**src/rtl/uart_pkg.sv**
```systemverilog
// Shared definitions for the UART receive path: FSM states, framing constants
// and the baud divider calculation.
package uart_pkg;

   typedef enum logic [1:0] {
      IDLE  = 2'd0,
      START = 2'd1,
      DATA  = 2'd2,
      STOP  = 2'd3
   } state_e;

   localparam int OVERSAMPLE = 16;
   localparam int DATA_BITS  = 8;
   localparam int MID_SAMPLE = 7;

   // Clocks per oversample tick; integer truncation, caller keeps the result >= 1.
   function automatic int calc_div(input int clk_hz, input int baud);
      return clk_hz / (baud * OVERSAMPLE);
   endfunction

endpackage

```
**src/rtl/rx_oversample_tick.sv**
```systemverilog
// Oversample tick generator: divides clk down to 16x the baud rate.
// The tick is registered, so it is high in the cycle after the counter
// reaches DIV-1; a clear holds both the counter and the tick at zero.
module rx_oversample_tick
   import uart_pkg::*;
#(
   parameter int DIV = 1
) (
   input  logic clk,
   input  logic arst_n,
   input  logic clr_i,
   output logic tick_o
);

   localparam int CW = (DIV > 1) ? $clog2(DIV) : 1;
   localparam logic [CW-1:0] LAST = CW'(DIV - 1);

   logic [CW-1:0] cnt_q;
   logic          tick_q;

   // Free-running 0..DIV-1 counter while enabled, held at zero while cleared.
   always_ff @(posedge clk or negedge arst_n) begin
      if (!arst_n) begin
         cnt_q  <= '0;
         tick_q <= 1'b0;
      end else if (clr_i) begin
         cnt_q  <= '0;
         tick_q <= 1'b0;
      end else begin
         tick_q <= (cnt_q == LAST);
         cnt_q  <= (cnt_q == LAST) ? '0 : cnt_q + CW'(1);
      end
   end

   assign tick_o = tick_q;

endmodule

```
**src/rtl/uart_rx.sv**
```systemverilog
// UART receiver, 8N1, LSB first. Synchronizes the line, detects a falling
// edge, checks the start bit at mid-bit, samples each data bit at mid-bit and
// presents good bytes with a one-cycle valid; bad stop bits raise frame_err.
module uart_rx
   import uart_pkg::*;
#(
   parameter int UART_INPUT_CLK = 100_000_000,
   parameter int baud_rate      = 9600
) (
   input  logic       clk,
   input  logic       arst_n,
   input  logic       rx_en,
   input  logic       rx,
   output logic [7:0] data_out,
   output logic       valid,
   output logic       frame_err,
   output logic       busy
);

   localparam int DIV = calc_div(UART_INPUT_CLK, baud_rate);
   localparam int SW  = $clog2(OVERSAMPLE);
   localparam int BW  = $clog2(DATA_BITS);

   localparam logic [SW-1:0] SAMP_MID  = SW'(MID_SAMPLE);
   localparam logic [SW-1:0] SAMP_LAST = SW'(OVERSAMPLE - 1);
   localparam logic [BW-1:0] BIT_LAST  = BW'(DATA_BITS - 1);

   logic                 sync1_q, rx_s_q, rx_prev_q;
   state_e               state_q;
   logic [SW-1:0]        samp_q;
   logic [BW-1:0]        bit_q;
   logic [DATA_BITS-1:0] shift_q;
   logic [7:0]           data_q;
   logic                 valid_q, ferr_q, busy_q;
   logic                 tick;
   logic                 tick_clr;

   // The divider only runs inside a frame, so every frame starts phase-aligned.
   assign tick_clr = (state_q == IDLE);

   rx_oversample_tick #(
      .DIV (DIV)
   ) u_tick (
      .clk    (clk),
      .arst_n (arst_n),
      .clr_i  (tick_clr),
      .tick_o (tick)
   );

   // Two-flop synchronizer plus one-cycle delay for falling-edge detection; idle-high reset.
   always_ff @(posedge clk or negedge arst_n) begin
      if (!arst_n) begin
         sync1_q   <= 1'b1;
         rx_s_q    <= 1'b1;
         rx_prev_q <= 1'b1;
      end else begin
         sync1_q   <= rx;
         rx_s_q    <= sync1_q;
         rx_prev_q <= rx_s_q;
      end
   end

   // Receive FSM with registered outputs; valid and frame_err default low each cycle.
   always_ff @(posedge clk or negedge arst_n) begin
      if (!arst_n) begin
         state_q <= IDLE;
         samp_q  <= '0;
         bit_q   <= '0;
         shift_q <= '0;
         data_q  <= 8'h00;
         valid_q <= 1'b0;
         ferr_q  <= 1'b0;
         busy_q  <= 1'b0;
      end else begin
         valid_q <= 1'b0;
         ferr_q  <= 1'b0;
         case (state_q)
            IDLE: begin
               // A fresh falling edge is required, so a held-low line cannot retrigger.
               if (rx_en && !rx_s_q && rx_prev_q) begin
                  state_q <= START;
                  samp_q  <= '0;
                  bit_q   <= '0;
                  busy_q  <= 1'b1;
               end
            end
            START: begin
               if (tick) begin
                  if (samp_q == SAMP_MID) begin
                     samp_q <= '0;
                     if (!rx_s_q) begin
                        state_q <= DATA;
                     end else begin
                        state_q <= IDLE;
                        busy_q  <= 1'b0;
                     end
                  end else begin
                     samp_q <= samp_q + SW'(1);
                  end
               end
            end
            DATA: begin
               if (tick) begin
                  samp_q <= samp_q + SW'(1);
                  if (samp_q == SAMP_LAST) begin
                     shift_q <= {rx_s_q, shift_q[DATA_BITS-1:1]};
                     bit_q   <= bit_q + BW'(1);
                     if (bit_q == BIT_LAST) begin
                        state_q <= STOP;
                     end
                  end
               end
            end
            STOP: begin
               if (tick) begin
                  samp_q <= samp_q + SW'(1);
                  if (samp_q == SAMP_LAST) begin
                     if (rx_s_q) begin
                        data_q  <= shift_q;
                        valid_q <= 1'b1;
                     end else begin
                        ferr_q <= 1'b1;
                     end
                     state_q <= IDLE;
                     busy_q  <= 1'b0;
                  end
               end
            end
            default: begin
               state_q <= IDLE;
               busy_q  <= 1'b0;
            end
         endcase
      end
   end

   assign data_out  = data_q;
   assign valid     = valid_q;
   assign frame_err = ferr_q;
   assign busy      = busy_q;

endmodule
```
**config.mk**
```make
export PLATFORM = sky130hd
export DESIGN_NAME = uart_rx
export DESIGN_NICKNAME = d
export VERILOG_FILES = /design/src/rtl/uart_pkg.sv /design/src/rtl/rx_oversample_tick.sv /design/src/rtl/uart_rx.sv
export SDC_FILE = /design/constraint.sdc
export NUM_CORES = 1
export LEC_CHECK = 0
export ABC_AREA = 0
export CORE_AREA = 2 2 69 120
export DETAILED_ROUTE_END_ITERATION = 8
export DIE_AREA = 0 0 71 122
export SETUP_SLACK_MARGIN = 0.3
export SLEW_MARGIN = 20
export SYNTH_ARGS = -nofsm -noshare
export SYNTH_HDL_FRONTEND = slang
export SYNTH_SLANG_ARGS = --single-unit
```
**constraint.sdc**
```tcl
create_clock -name clk -period 4.9 [get_ports clk]
set_clock_uncertainty 0.05 [all_clocks]
set_input_delay 0.49 -clock clk [delete_from_list [all_inputs] [get_ports clk]]
set_output_delay 0.49 -clock clk [all_outputs]
set_load 0.005 [all_outputs]
```
======== Word-level counts from Yosys, hierarchy flattened ========
Index checks and enable logic that the tools add are counted.
word-level totals
  word-level logic and storage cells ...... 83
  bits in latches ......................... 0
  bits in registers ....................... 42
  memories ................................ 0
  memory bits (writable) .................. 0
  ROM bits ................................ 0
  input bits .............................. 4
  output and inout bits ................... 11
operators by class
  magnitude comparators ................... 0
  reduce and logical (&&, ||, !) cells .... 13
  shifts and indexed selects .............. 0
  div/mod/pow operators ................... 0
  add/subtract/negate cells ............... 3
  multiply operators ...................... 0
  eq/ne operators ......................... 17
  muxes and demuxes ....................... 37
  bitwise gates (word level) .............. 0
operators by type and width
  cell                                                    count
  two-way mux 10 bit                                      2
  two-way mux 2 bit                                       9
  two-way mux 4 bit                                       4
  two-way mux 1 bit                                       15
  case mux 4 bit (3 select lines)                         1
  adder 10 x 1 -> 10 bit (second input constant)          1
  equality test 10 bit (second input constant)            1
  inequality test 2 x 1 -> 1 bit (second input constant)  5
  inequality test 2 bit (second input constant)           5
  two-way mux 3 bit                                       3
  case mux 2 bit (4 select lines)                         1
  AND reduction 4 bit                                     2
  AND reduction 8 bit                                     1
  AND reduction 7 bit                                     1
  case mux 3 bit (2 select lines)                         1
  AND reduction 3 bit                                     2
  adder 4 x 1 -> 4 bit (second input constant)            1
  equality test 2 bit (second input constant)             2
  equality test 4 x 3 -> 1 bit (second input constant)    1
  equality test 4 bit (second input constant)             1
  adder 3 x 1 -> 3 bit (second input constant)            1
  equality test 3 bit (second input constant)             1
  case mux 1 bit (3 select lines)                         1
  nonzero test 3 bit                                      1
  6 further kinds                                         7

======== Depth between registers and ports, before layout ========
Gate-level depths: netlist (run 1).
  depth after elaboration ................. 5
  mapped depth ............................ 5

======== Modules after synthesis ========
From an unflattened synthesis (run 1), not the netlist that was laid out.
unflattened totals
  cell total of the unflattened synthesis .. 152
  area, all modules ....................... 1,878.1 um^2
modules (own cells, without submodules)
  module              sequential area each (um^2)  instances  area an instance (um^2)  cells an instance
  uart_rx             779.5                        1          1,343.8                  100
  rx_oversample_tick  275.3                        1          534.3                    52

======== Worst setup path before layout (run 1) ========
OpenSTA, ideal clock, no wires.
  path kind ............................... reg-to-reg
  from .................................... reg samp_q[0]
  to ...................................... reg data_q[0] (netlist: data_out[0])
  stages on the path, launching flop included .. 6
  data arrival time ....................... 1,449 ps
  period minus slack after synthesis ...... 1,627 ps
  path buffers ............................ 1
  library setup time ...................... 128 ps
  path slack .............................. 3,273 ps
  cells stage by stage .................... dfrtp_1 > ha_1 > and4_1 > and3_1 > buf_4 > mux2_1
between the ends
  longest elaborated chain between the ends .. 2
RTL lines
  what                                  line            source
  start, declared                       uart_rx.sv:30   logic [SW-1:0] samp_q;
  start signal, assigned                uart_rx.sv:98   samp_q <= samp_q + SW'(1);
  start signal, assigned                uart_rx.sv:104  samp_q <= samp_q + SW'(1);
  start signal, assigned                uart_rx.sv:116  samp_q <= samp_q + SW'(1);
  equality test 4 bit                   uart_rx.sv:117  if (samp_q == SAMP_LAST) begin
  AND reduction 4 bit (no source line)  n/a
  end signal, assigned                  uart_rx.sv:119  data_q <= shift_q;
  end, declared                         uart_rx.sv:33   logic [7:0] data_q;
No other way between the ends.
A chain may end at the register's enable or synchronous reset.

======== Final worst setup path (run 1) ========
  from .................................... reg samp_q[0]
  to ...................................... reg bit_q[0]
between the ends
  longest elaborated chain between the ends .. 3
RTL lines
  what                                    line            source
  equality test 4 bit                     uart_rx.sv:105  if (samp_q == SAMP_LAST) begin
  inequality test 2 bit (no source line)  n/a
  AND reduction 4 bit (no source line)    n/a
  end signal, assigned                    uart_rx.sv:107  bit_q <= bit_q + BW'(1);
  end, declared                           uart_rx.sv:31   logic [BW-1:0] bit_q;
No other way between the ends.

==> results.md, run 1 <==
* Area of the core at 7800 um2
* Syn-to-layout area delta at 19.9%
* CTS tree: yes
* Ys async rst share at 100%
* Total grt overflow at 0
* Via count at 1185
* Sequential area share after synthesis at 56.6%
* Final setup TNS at 0 ns
* Routed Antenna Nets at 0
* Post-CTS sizing at 0
* Main combinational cell family by area after synthesis: simple AND/OR/NAND/NOR gates
* Slowest cell delay on critical path at 0.66 ns
* Row count at 43
* Synth area leader: dfrtp_1
* Post-synthesis compound-gate area fraction at a little under 6%
* Worst-path cell chain: ha_1 > nand2_1 > nor3_2 > a21oi_1 > mux2_2
* Hold-fix buffer count after cts at 0
* Reg clk slew, reported paths at roughly 0.07 ns
* Synth Instances at 150
* Final worst-path cycle share at 41.8%
* Max_cap viols at 0
* CP Capture Type: register
* Most frequent cells after synthesis: 39 x dfrtp_1, 14 x nor2_1, 11 x mux2_1, 9 x nand2_1, 8 x mux2_2
* Post-layout power at 734 uW
* Final Routed Wirelength at 3310 um
* Post-layout min period at just over 2 ns
* TritonCTS Buffers at 5
* Post-synth top area share at between 50% and 60%
* Syn nets at 159
* Hold Path Class: in2async
* Area contributors post-synth: dfrtp_1 52%, mux2_1 6.6%, mux2_2 4.8%
* # setup viols final at 0
* Reg area at around 1100 um2
* Switching share of total power at approximately 19%
* Status: finished clean
* Crit-path max FO at 12
* CTS H-tree lvls at 2
* Fmax at 488 MHz
* Adder-cell area share of the yosys netlist at 3.36%
* Vias in the first global route at 1267
* Drt drc at 0
* CP startpoint kind: register
* Deepest clock path buffer count at 2
* Pwr per Cell Area at 328 nW/um2
* Reg power frac at 47.7%
* Antenna diodes at 0
* EDFF count, synth at 0
* Combinational share of power at between 1 and 1.5%
* Mapped Avg Cell Area at roughly 12 um2
* CP required at ~5 ns
* DRT Pass-1 Iters at 4
* Hold slack final at 0.287 ns
* Port Buffer Count at 14
* Pin count of the biggest net entering global routing at 43
* CTS root buf: clkbuf_16
* Ys Warns at 0
* Hold Vio Cnt, Final at 0
* RSZ-0062 raised after global routing: no
* Max IR drop VDD at ~140 uV
* Post-synthesis simple-gate area fraction at 15.1%
* Worst-Margin Slew at 0.908 ns
* GRT Total Usage at 8.94%
* Fin cells at approximately 260
* Seq cells post-synth at 42
* Routability cong. at 0.733
* # Post-CTS Setup Buffers at 0
* HPWL Detailed at 2270 um
* Die area at 8660 um2
* Max_slew headroom at between 30% and 40%
* Initial Util at between 20% and 30%
* Crit-path slowest cell: nor3_2
* DP Cell Count at 249
* Most numerous cell in the Yosys netlist: dfrtp_1
* Die H at between 100 and 150 um
* Mapped Area at 1860 um2
* Pins Over Slew Limit at 0
* Ratio of cells with drive above 1 in the final layout at around 15%
* Area of the multi-input gates at approximately 760 um2
* Post-synthesis cell type count at 38
* Initial DRC Count at 71
* Final-layout fill cell count at about 770
* Drt via density at 4.61
* Post-Synth XOR/XNOR Area at 3.76%
* Main synth FF type: dfrtp_1
* Internal at 592 uW
* First-pass GRT wire length at 5920 um
* Mux cell area share after synthesis at 12.8%
* Clock Latency Late Sink at a little under 0.3 ns
* Wire per inst at 12.9 um
* Clock Sinks at 42
* Clk pwr share at 51.1%
* Antenna violations before repair at 0
* Worst setup path category: reg2reg
* Top Ports at 15
* NetSw at 142 uW
* Post-layout net count at 175
* Die width at slightly above 70 um
* Leakage at just over 1 nW
* CP arrival at approximately 2.2 ns
[worst max-delay path: cells and delay by family, from the launching register on]
kind | cells | cell delay, ns
fa+ha+maj | 1 | 0.26
compound gates | 1 | 0.15
flops | 1 | 0.38
mux | 1 | 0.30
simple gates | 2 | 0.78
[cell type report]
type / count / share of cell area (%)
flip-flops and latches: 42 / 47.2
multi-input cells: 101 / 34.0
repair buffers: 14 / 6.04
clock buffers: 6 / 5.76
well taps: 90 / 5.04
clock inverters: 2 / 1.68
inverters: 2 / 0.336
[final timing paths]
| kind | startpoint | to | slack (ns) | cells after the start |
|---|---|---|---|---|
| worst max-delay path | samp_q[0] | bit_q[0] | 2.85 | 5 |
| worst min-delay path | arst_n | u_tick.cnt_q[5] | 0.29 | 1 |
| worst max register to register | samp_q[0] | bit_q[0] | 2.85 | 5 |
| worst min register to register | sync1_q | rx_s_q | 0.30 | 0 |
| max in group asynchronous | arst_n | u_tick.cnt_q[0] | 3.95 | 1 |
| min in group clk | sync1_q | rx_s_q | 0.30 | 0 |
[state kept, by name, indices dropped and copies added, names as in the netlist, named ones only]
name,flops
busy,1
state_q,1
data_out,8
sync1_q,1
bit_q,3
samp_q,4
shift_q,8
u_tick.tick_o,1
rx_s_q,1
valid,1
rx_prev_q,1
frame_err,1
u_tick.cnt_q,10
[routing by layer]
metal / track usage (%) / share of wire [%]
met3: 2.56 / 4.1
met2: 14.8 / 51
met4: 7.31 / 4.5
met1: 9.17 / 40
met5: 0 / 0
[power groups by stage]
stage	Sequential, mW	Combinational, mW	Clock [mW]
floorplan	0.356	0.000815	0
detailed placement	0.356	0.0101	0
CTS	0.350	0.0102	0.385
finish	0.350	0.00925	0.375
global route	0.350	0.0111	0.401
global placement	0.356	0.0100	0
[logic make-up (layout without fill, tap and decap cells)]
family	after synthesis	count (layout)
compound gates	16	16
xor+xnor	8	8
fa+ha+maj	5	5
buf+inv	7	24
flops	42	42
mux	21	21
simple gates	51	51
[cell usage in the layout (no fill, tap or decap), types with 2 or more instances in the layout]
cell / n
dfrtp_1: 39
nor2_1: 14
clkdlybuf4s50_1: 13
mux2_1: 11
nand2_1: 9
mux2_2: 8
nand3_1: 7
xnor2_1: 6
a21oi_1: 5
o21ai_0: 5
ha_1: 5
clkbuf_16: 5
and3_1: 4
nor3_1: 3
dfstp_2: 3
nand2b_1: 2
xor2_1: 2
inv_1: 2
a22o_1: 2
[stage by stage]
step                util [%]  area, um2  setup WS [ns]
detailed placement      26.5       2070           2.81
CTS                     28.7       2240           2.81
global placement        26.5       2070           2.81
global route            28.7       2240           2.64
finish                  28.7       2240           2.85
floorplan                  -       1860           3.27
No activity file was read; power rests on OpenSTA's default activity.
==> run 2: changes to the inputs <==
==> constraint.sdc (replaced) <==
create_clock -name clk -period 1.7 [get_ports clk]
set_clock_uncertainty 0.05 [all_clocks]
set_input_delay 0.17 -clock clk [delete_from_list [all_inputs] [get_ports clk]]
set_output_delay 0.17 -clock clk [all_outputs]
set_load 0.005 [all_outputs]
==> run 2 against run 1 <==
Sequential cell count did not move. Core utilization rose by 4.1 points. Maximum frequency rose by 30%. Cell count rose by 10%. First-iteration DRC count fell by 2.8%. Sequential share of layout area fell by 5.9 points. Routed wire length rose by 11%. Sequential power rose to 2.9 times the previous value. Critical endpoint is now data_out[6]. Total power rose to 2.7 times the previous value. Clock-buffer cell count fell by 1.
==> results.md, run 2 (synthesis gave the netlist of run 1 again) <==
* Status: finished clean (unchanged)
* NetSw at 432 uW (was 142 uW)
* CTS root buf: clkbuf_16 (unchanged)
* Final setup TNS at 0 ns (unchanged)
* Wire per inst at 13.0 um (was 12.9 um)
* Crit-path slowest cell: dfrtp_1 (was nor3_2)
* Die area at 8660 um2 (unchanged)
* Ratio of cells with drive above 1 in the final layout at 31.6% (was 15.0%)
* Final Routed Wirelength at 3680 um (was 3310 um)
* GRT Total Usage at 9.49% (was 8.94%)
* Worst Hold Path EP: sync1_q
* Deepest clock path buffer count at 2 (unchanged)
* Total grt overflow at 0 (unchanged)
* CP startpoint kind: register (unchanged)
* Top Ports at 15 (unchanged)
* Pin count of the biggest net entering global routing at 43 (unchanged)
* Hold Vio Cnt, Final at 0 (unchanged)
* Syn-to-layout area delta at 36.9% (was 19.9%)
* Reg power frac at 50.4% (was 47.7%)
* Post-layout min period at 1.57 ns (was 2.05 ns)
* Setup ws final at 0.128 ns (was 2.85 ns)
* Die width at 71 um (unchanged)
* First-pass GRT wire length at 6280 um (was 5920 um)
* Antenna violations before repair at 0 (unchanged)
* Clk pwr share at 47.7% (was 51.1%)
* CP required at 1.82 ns (was 5.02 ns)
* Routability cong. at 0.799 (was 0.733)
* Combinational share of power at 1.9% (was 1.3%)
* Slowest cell delay on critical path at 0.39 ns (was 0.66 ns)
* Largest Register: u_tick.cnt_q (unchanged)
* HP Start: rx
* CTS H-tree lvls at 2 (unchanged)
* Leakage at 1.23 nW (was 1.03 nW)
* Max_cap viols at 0 (unchanged)
* Routed Antenna Nets at 0 (unchanged)
* Worst-path cell chain: ha_4 > and4_4 > and3_4 > buf_12 > mux2_1 (was ha_1 > nand2_1 > nor3_2 > a21oi_1 > mux2_2)
* CP arrival at 1.70 ns (was 2.17 ns)
* # setup viols final at 0 (unchanged)
* Post-layout net count at 201 (was 175)
* Fin cells at 283 (was 257)
* Antenna diodes at 0 (unchanged)
* Worst r2r src: samp_q[0] (unchanged)
* Initial DRC Count at 69 (was 71)
* HPWL Detailed at 2340 um (was 2270 um)
* Pwr per Cell Area at 783 nW/um2 (was 328 nW/um2)
* TritonCTS Buffers at 5 (unchanged)
* Post-layout power at 2.00 mW (was 734 uW)
* DRT Pass-1 Iters at 4 (unchanged)
* Pins Over Slew Limit at 0 (unchanged)
* Port Buffer Count at 14 (unchanged)
* Worst-Margin Slew at 0.542 ns (was 0.908 ns)
* Worst R2R Setup Slack at 0.13 ns (was 2.85 ns)
* Reg clk slew, reported paths at 0.06 ns (was 0.07 ns)
* Max IR drop VDD at 344 uV (was 139 uV)
* Number of flip-flops in the largest register at 10 (unchanged)
* Die H at 122 um (unchanged)
* Most frequent cells in the layout: 39 x dfrtp_1, 15 x buf_4, 12 x nor2_1, 10 x mux2_1, 9 x clkdlybuf4s50_1 (was 39 x dfrtp_1, 14 x nor2_1, 13 x clkdlybuf4s50_1, 11 x mux2_1, 9 x nand2_1)
* Hold Path Class: in2reg (was in2async)
* Drt drc at 0 (unchanged)
* Internal at 1.57 mW (was 592 uW)
* Worst setup path category: reg2reg (unchanged)
* Final worst-path cycle share at 92.5% (was 41.8%)
* Crit-path max FO at 9 (was 12)
* Clock Sinks at 42 (unchanged)
* Clock Latency Late Sink at 0.29 ns (about the same)
* Post-placement worst setup slack at 0.0651 ns (was 2.81 ns)
* Via count at 1297 (was 1185)
* Vias in the first global route at 1332 (was 1267)
* Row count at 43 (unchanged)
* Hold Path Depth at 1
* Initial Util at 23.9% (unchanged)
* Drt via density at 4.58 (was 4.61)
* Max_slew headroom at 63.8% (was 39.4%)
* Fmax at 636 MHz (was 488 MHz)
* Switching share of total power at 21.6% (was 19.4%)
* Most common cell after layout, fill and taps aside: dfrtp_1 (unchanged)
* CTS tree: yes (unchanged)
* FF-to-FF End: data_out[6] (was bit_q[0])
* Register-to-Register Path Depth at 5 (unchanged)
* Area of the core at 7800 um2 (unchanged)
* DP Cell Count at 258 (was 249)
* CP Capture Type: register (unchanged)
* RSZ-0062 raised after global routing: yes (was no)
-- run 2: how the worst max path moves through the flow --
stage | startpoint | endpoint | slack (ns) | cells past startpoint
finish | samp_q[0] | data_out[6] | 0.13 | 5
floorplan | samp_q[1] | data_out[0] | 0.20 | 5
global placement | rx_en | samp_q[3] | 0.08 | 5
CTS | samp_q[0] | data_out[6] | 0.13 | 5
global route | samp_q[0] | data_out[3] | 0.05 | 5
detailed placement | rx_en | samp_q[3] | 0.07 | 5
-- run 2: critical path: cells and delay by family, from the launching register on --
kind	cells	cell delay [ns]
buf+inv	1	0.12
mux	1	0.32
flops	1	0.39
fa+ha+maj	1	0.17
simple gates	2	0.40
-- run 2: power by group through the flow --
| stage | clock, mW | sequential [mW] | combinational, mW |
|---|---|---|---|
| 6_report | 0.955 | 1.01 | 0.0371 |
| 5_1_grt | 1.03 | 1.01 | 0.0428 |
| 4_1_cts | 0.987 | 1.01 | 0.0378 |
| 3_5_place_dp | 0 | 1.03 | 0.0315 |
| 3_3_place_gp | 0 | 1.03 | 0.0313 |
| 2_1_floorplan | 0 | 1.03 | 0.00289 |
-- run 2: routing by layer --
| layer | GRT usage (%) | vias up | wire (um) |
|---|---|---|---|
| met5 | 0 | - | 0 |
| met4 | 6.49 | 0 | 164 |
| met3 | 3.31 | 15 | 159 |
| met2 | 15.1 | 22 | 1890 |
| met1 | 10.5 | 648 | 1460 |
| li1 | - | 612 | - |
-- run 2: final cells by class --
class,count,area (um2)
fillers,743,5250
flip-flops and latches,42,1050
multi-input cells,102,846
repair buffers,39,383
clock buffers,5,125
well taps,90,113
clock inverters,3,23.8
inverters,2,7.51
-- run 2: per-stage QoR --
stage	hold WS (ns)	util [%]	area, um2
final	0.239	32.7	2550
after detailed placement	0.227	28.0	2180
after CTS	0.233	31.9	2490
after global routing	0.242	32.7	2550
after global placement	0.226	28.0	2180
after floorplan	-0.176	-	1890
-- run 2: timing repair --
item,in CTS,in global routing
hold endpoints to repair,39,0
pin swaps,5,10
hold buffers,1,0
endpoints found under the setup margin,33,38
gates resized for setup,10,14
buffers inserted,12,2
cloned,1,1
==> run 3: changes to the inputs <==
--- a/config.mk
+++ b/config.mk
@@ -9,6 +9,7 @@
 export CORE_AREA = 2 2 69 120
 export DETAILED_ROUTE_END_ITERATION = 8
 export DIE_AREA = 0 0 71 122
+export DONT_BUFFER_PORTS = 1
 export SETUP_SLACK_MARGIN = 0.3
 export SLEW_MARGIN = 20
 export SYNTH_ARGS = -nofsm -noshare
==> run 3 against run 2 <==
Core utilization is 1.1 points lower. Non-clock buffer count is 16 lower. Clock power is 11% higher. Sequential share of layout area is 1.5 points higher. Clock-buffer cell count stayed put. Global-route usage is 0.32 points higher. Sequential power hardly changed. First-iteration DRC count is 16% lower. Combinational power is 9.7% higher. Routed wire length is 3.1% higher. Critical path depth stayed put. Cell count is 5.7% lower. Critical path type unchanged. Largest cell class unchanged. Highest routed layer unchanged.
==> results.md, run 3 (synthesis gave the netlist of run 1 again) <==
* Status: finished clean (unchanged)
* Fin cells at 267 (was 283)
* DRT Pass-1 Iters at 2 (was 4)
* CP startpoint kind: register (unchanged)
* Port Buffer Count at 0 (was 14)
* CTS H-tree lvls at 2 (unchanged)
* Buf+Inv Stages, Crit Path at 1 (unchanged)
* TritonCTS Buffers at 5 (unchanged)
* Hold Path Class: reg2reg (was in2reg)
* Post-route cell area at 2470 um2 (was 2550 um2)
* Worst-path cell chain: ha_4 > and4_4 > and3_4 > buf_12 > mux2_1 (unchanged)
* Pwr per Cell Area at 856 nW/um2 (was 783 nW/um2)
* CP arrival at 1.70 ns (about the same)
* Max IR drop VDD at 329 uV (was 344 uV)
* Most frequent cells in the layout: 37 x dfrtp_1, 13 x buf_4, 10 x nor2_1, 9 x mux2_1 (was 39 x dfrtp_1, 15 x buf_4, 12 x nor2_1, 10 x mux2_1, 9 x clkdlybuf4s50_1)
* CP required at 1.82 ns (about the same)
* Vias in the first global route at 1312 (was 1332)
* Most common cell after layout, fill and taps aside: dfrtp_1 (unchanged)
* Via count at 1233 (was 1297)
* HP Start: sync1_q (was rx)
* Hold Vio Cnt, Final at 0 (unchanged)
* Worst-Margin Slew at 0.321 ns (was 0.542 ns)
* Die area at 8660 um2 (unchanged)
* Hold Path Depth at 0 (was 1)
* Deepest clock path buffer count at 2 (unchanged)
* Final worst-path cycle share at 92.8% (was 92.5%)
* Clock Latency Late Sink at 0.29 ns (about the same)
* Stages on the worst setup path at 5 (unchanged)
* Row count at 43 (unchanged)
* Register-to-Register Path Depth at 5 (unchanged)
* Post-layout min period at 1.58 ns (was 1.57 ns)
* Post-layout net count at 185 (was 201)
* First-pass GRT wire length at 6560 um (was 6280 um)
* Area of the core at 7800 um2 (unchanged)
* CTS root buf: clkbuf_16 (unchanged)
* Die H at 122 um (unchanged)
* Fmax at 634 MHz (was 636 MHz)
* Antenna violations before repair at 0 (unchanged)
* Die width at 71 um (unchanged)
* Initial DRC Count at 58 (was 69)
* Routed Antenna Nets at 0 (unchanged)
* Top delay family on crit path: flip-flops (was simple AND/OR/NAND/NOR gates)
* CP Capture Type: register (unchanged)
* Final-layout fill cell count at 771 (was 743)
* Final Routed Wirelength at 3790 um (was 3680 um)
* Setup ws final at 0.123 ns (was 0.128 ns)
* Drt drc at 0 (unchanged)
* Post-placement worst setup slack at 0.0451 ns (was 0.0651 ns)
* Antenna diodes at 0 (unchanged)
* Initial Util at 23.9% (unchanged)
* Critical path origin: samp_q[1] (was samp_q[0])
* RSZ-0062 raised after global routing: yes (unchanged)
* CTS tree: yes (unchanged)
* Post-layout power at 2.11 mW (was 2.00 mW)
* HPWL Detailed at 2380 um (was 2340 um)
* Leakage at 1.13 nW (was 1.23 nW)
* # setup viols final at 0 (unchanged)
* Max_slew headroom at 78.6% (was 63.8%)
* Drt via density at 4.62 (was 4.58)
* Number of flip-flops in the largest register at 10 (unchanged)
* Max_cap viols at 0 (unchanged)
* Worst setup path category: reg2reg (unchanged)
* Slowest cell delay on critical path at 0.40 ns (was 0.39 ns)
* Total grt overflow at 0 (unchanged)
* Reg clk slew, reported paths at 0.06 ns (about the same)
* Syn-to-layout area delta at 32.3% (was 36.9%)
* Wire per inst at 14.2 um (was 13.0 um)
* Pin count of the biggest net entering global routing at 43 (unchanged)
* Ratio of cells with drive above 1 in the final layout at 37.9% (was 31.6%)
* Crit-path max FO at 9 (unchanged)
* Largest Register: u_tick.cnt_q (unchanged)
* Top Ports at 15 (unchanged)
* Routability cong. at 0.831 (was 0.799)
* Worst r2r src: samp_q[1] (was samp_q[0])
* Cell Area, Placed at 2040 um2 (was 2180 um2)
* DP Cell Count at 244 (was 258)
* Final setup TNS at 0 ns (unchanged)
* Crit-path slowest cell: dfrtp_1 (unchanged)
* Clock Sinks at 42 (unchanged)
* GRT Total Usage at 9.81% (was 9.49%)
* Pins Over Slew Limit at 0 (unchanged)
==> run 3: changes by cell type in the layout (fill, tap and decap cells not counted), sizes merged <==
cell           previous run  this run
dlygate4sd3               1         2
buf                      25        21
dlymetal6s2s              3         0
dlygate4sd2               1         0
clkdlybuf4s50             9         0
bufinv                    0         1
clkinvlp                  2         0
inv                       3         2
clkinv                    0         2
==> run 3: worst paths after layout <==
| path | slack (ns) | to |
|---|---|---|
| min reg2reg | 0.30 | rx_s_q |
| min in group asynchronous | 0.33 | u_tick.cnt_q[4] |
| max reg2reg | 0.12 | data_out[3] |
| max in group asynchronous | 1.01 | sync1_q |
| min | 0.30 | rx_s_q |
| max | 0.12 | data_out[3] |
==> run 3: area by class of cell <==
cell class	instances	area [um2]	area share, %
flip-flops and latches	42	1060	42.8
clock buffers	5	125	5.07
clock inverters	3	40.0	1.62
inverters	2	7.51	0.304
repair buffers	23	241	9.79
multi-input cells	102	883	35.8
well taps	90	113	4.56
==> run 3: stage by stage <==
stage                     utilization (%)  hold slack [ns]
final                                31.6            0.305
after global routing                 31.6            0.314
after CTS                            30.7            0.306
after detailed placement             26.1           -0.173
after global placement               26.1           -0.173
after floorplan                         -           -0.176
==> run 3: routing by layer <==
metal  share of wire, %  vias to the layer above  GRT usage, %
met5                  0                        -             0
met4                2.0                        0          4.72
met3                4.7                        9          3.31
met2                 53                       17          16.2
met1                 41                      628          11.3
li1                   -                      579             -
==> run 3: repair_timing <==
item,CTS,global route
resized for setup,13,15
endpoints found under the setup margin,29,36
setup buffers,9,1
cloned,2,0
hold buffers,3,0
pin swaps,12,6
hold endpoints to repair,43,0
==> run 3: power breakdown <==
| group | leakage, nW | switching (mW) | internal (mW) |
|---|---|---|---|
| combinational | 0.509 | 0.0246 | 0.0162 |
| clock | 0.0836 | 0.377 | 0.686 |
| sequential | 0.541 | 0.00133 | 1.01 |
| total | 1.13 | 0.403 | 1.71 |
==> run 3: worst reg2reg max path, cell delays in order (launching register included) <==
cell and delay, ns:
dfrtp_1 0.40, ha_4 0.17, and4_4 0.21, and3_4 0.19, buf_12 0.13, mux2_1 0.32
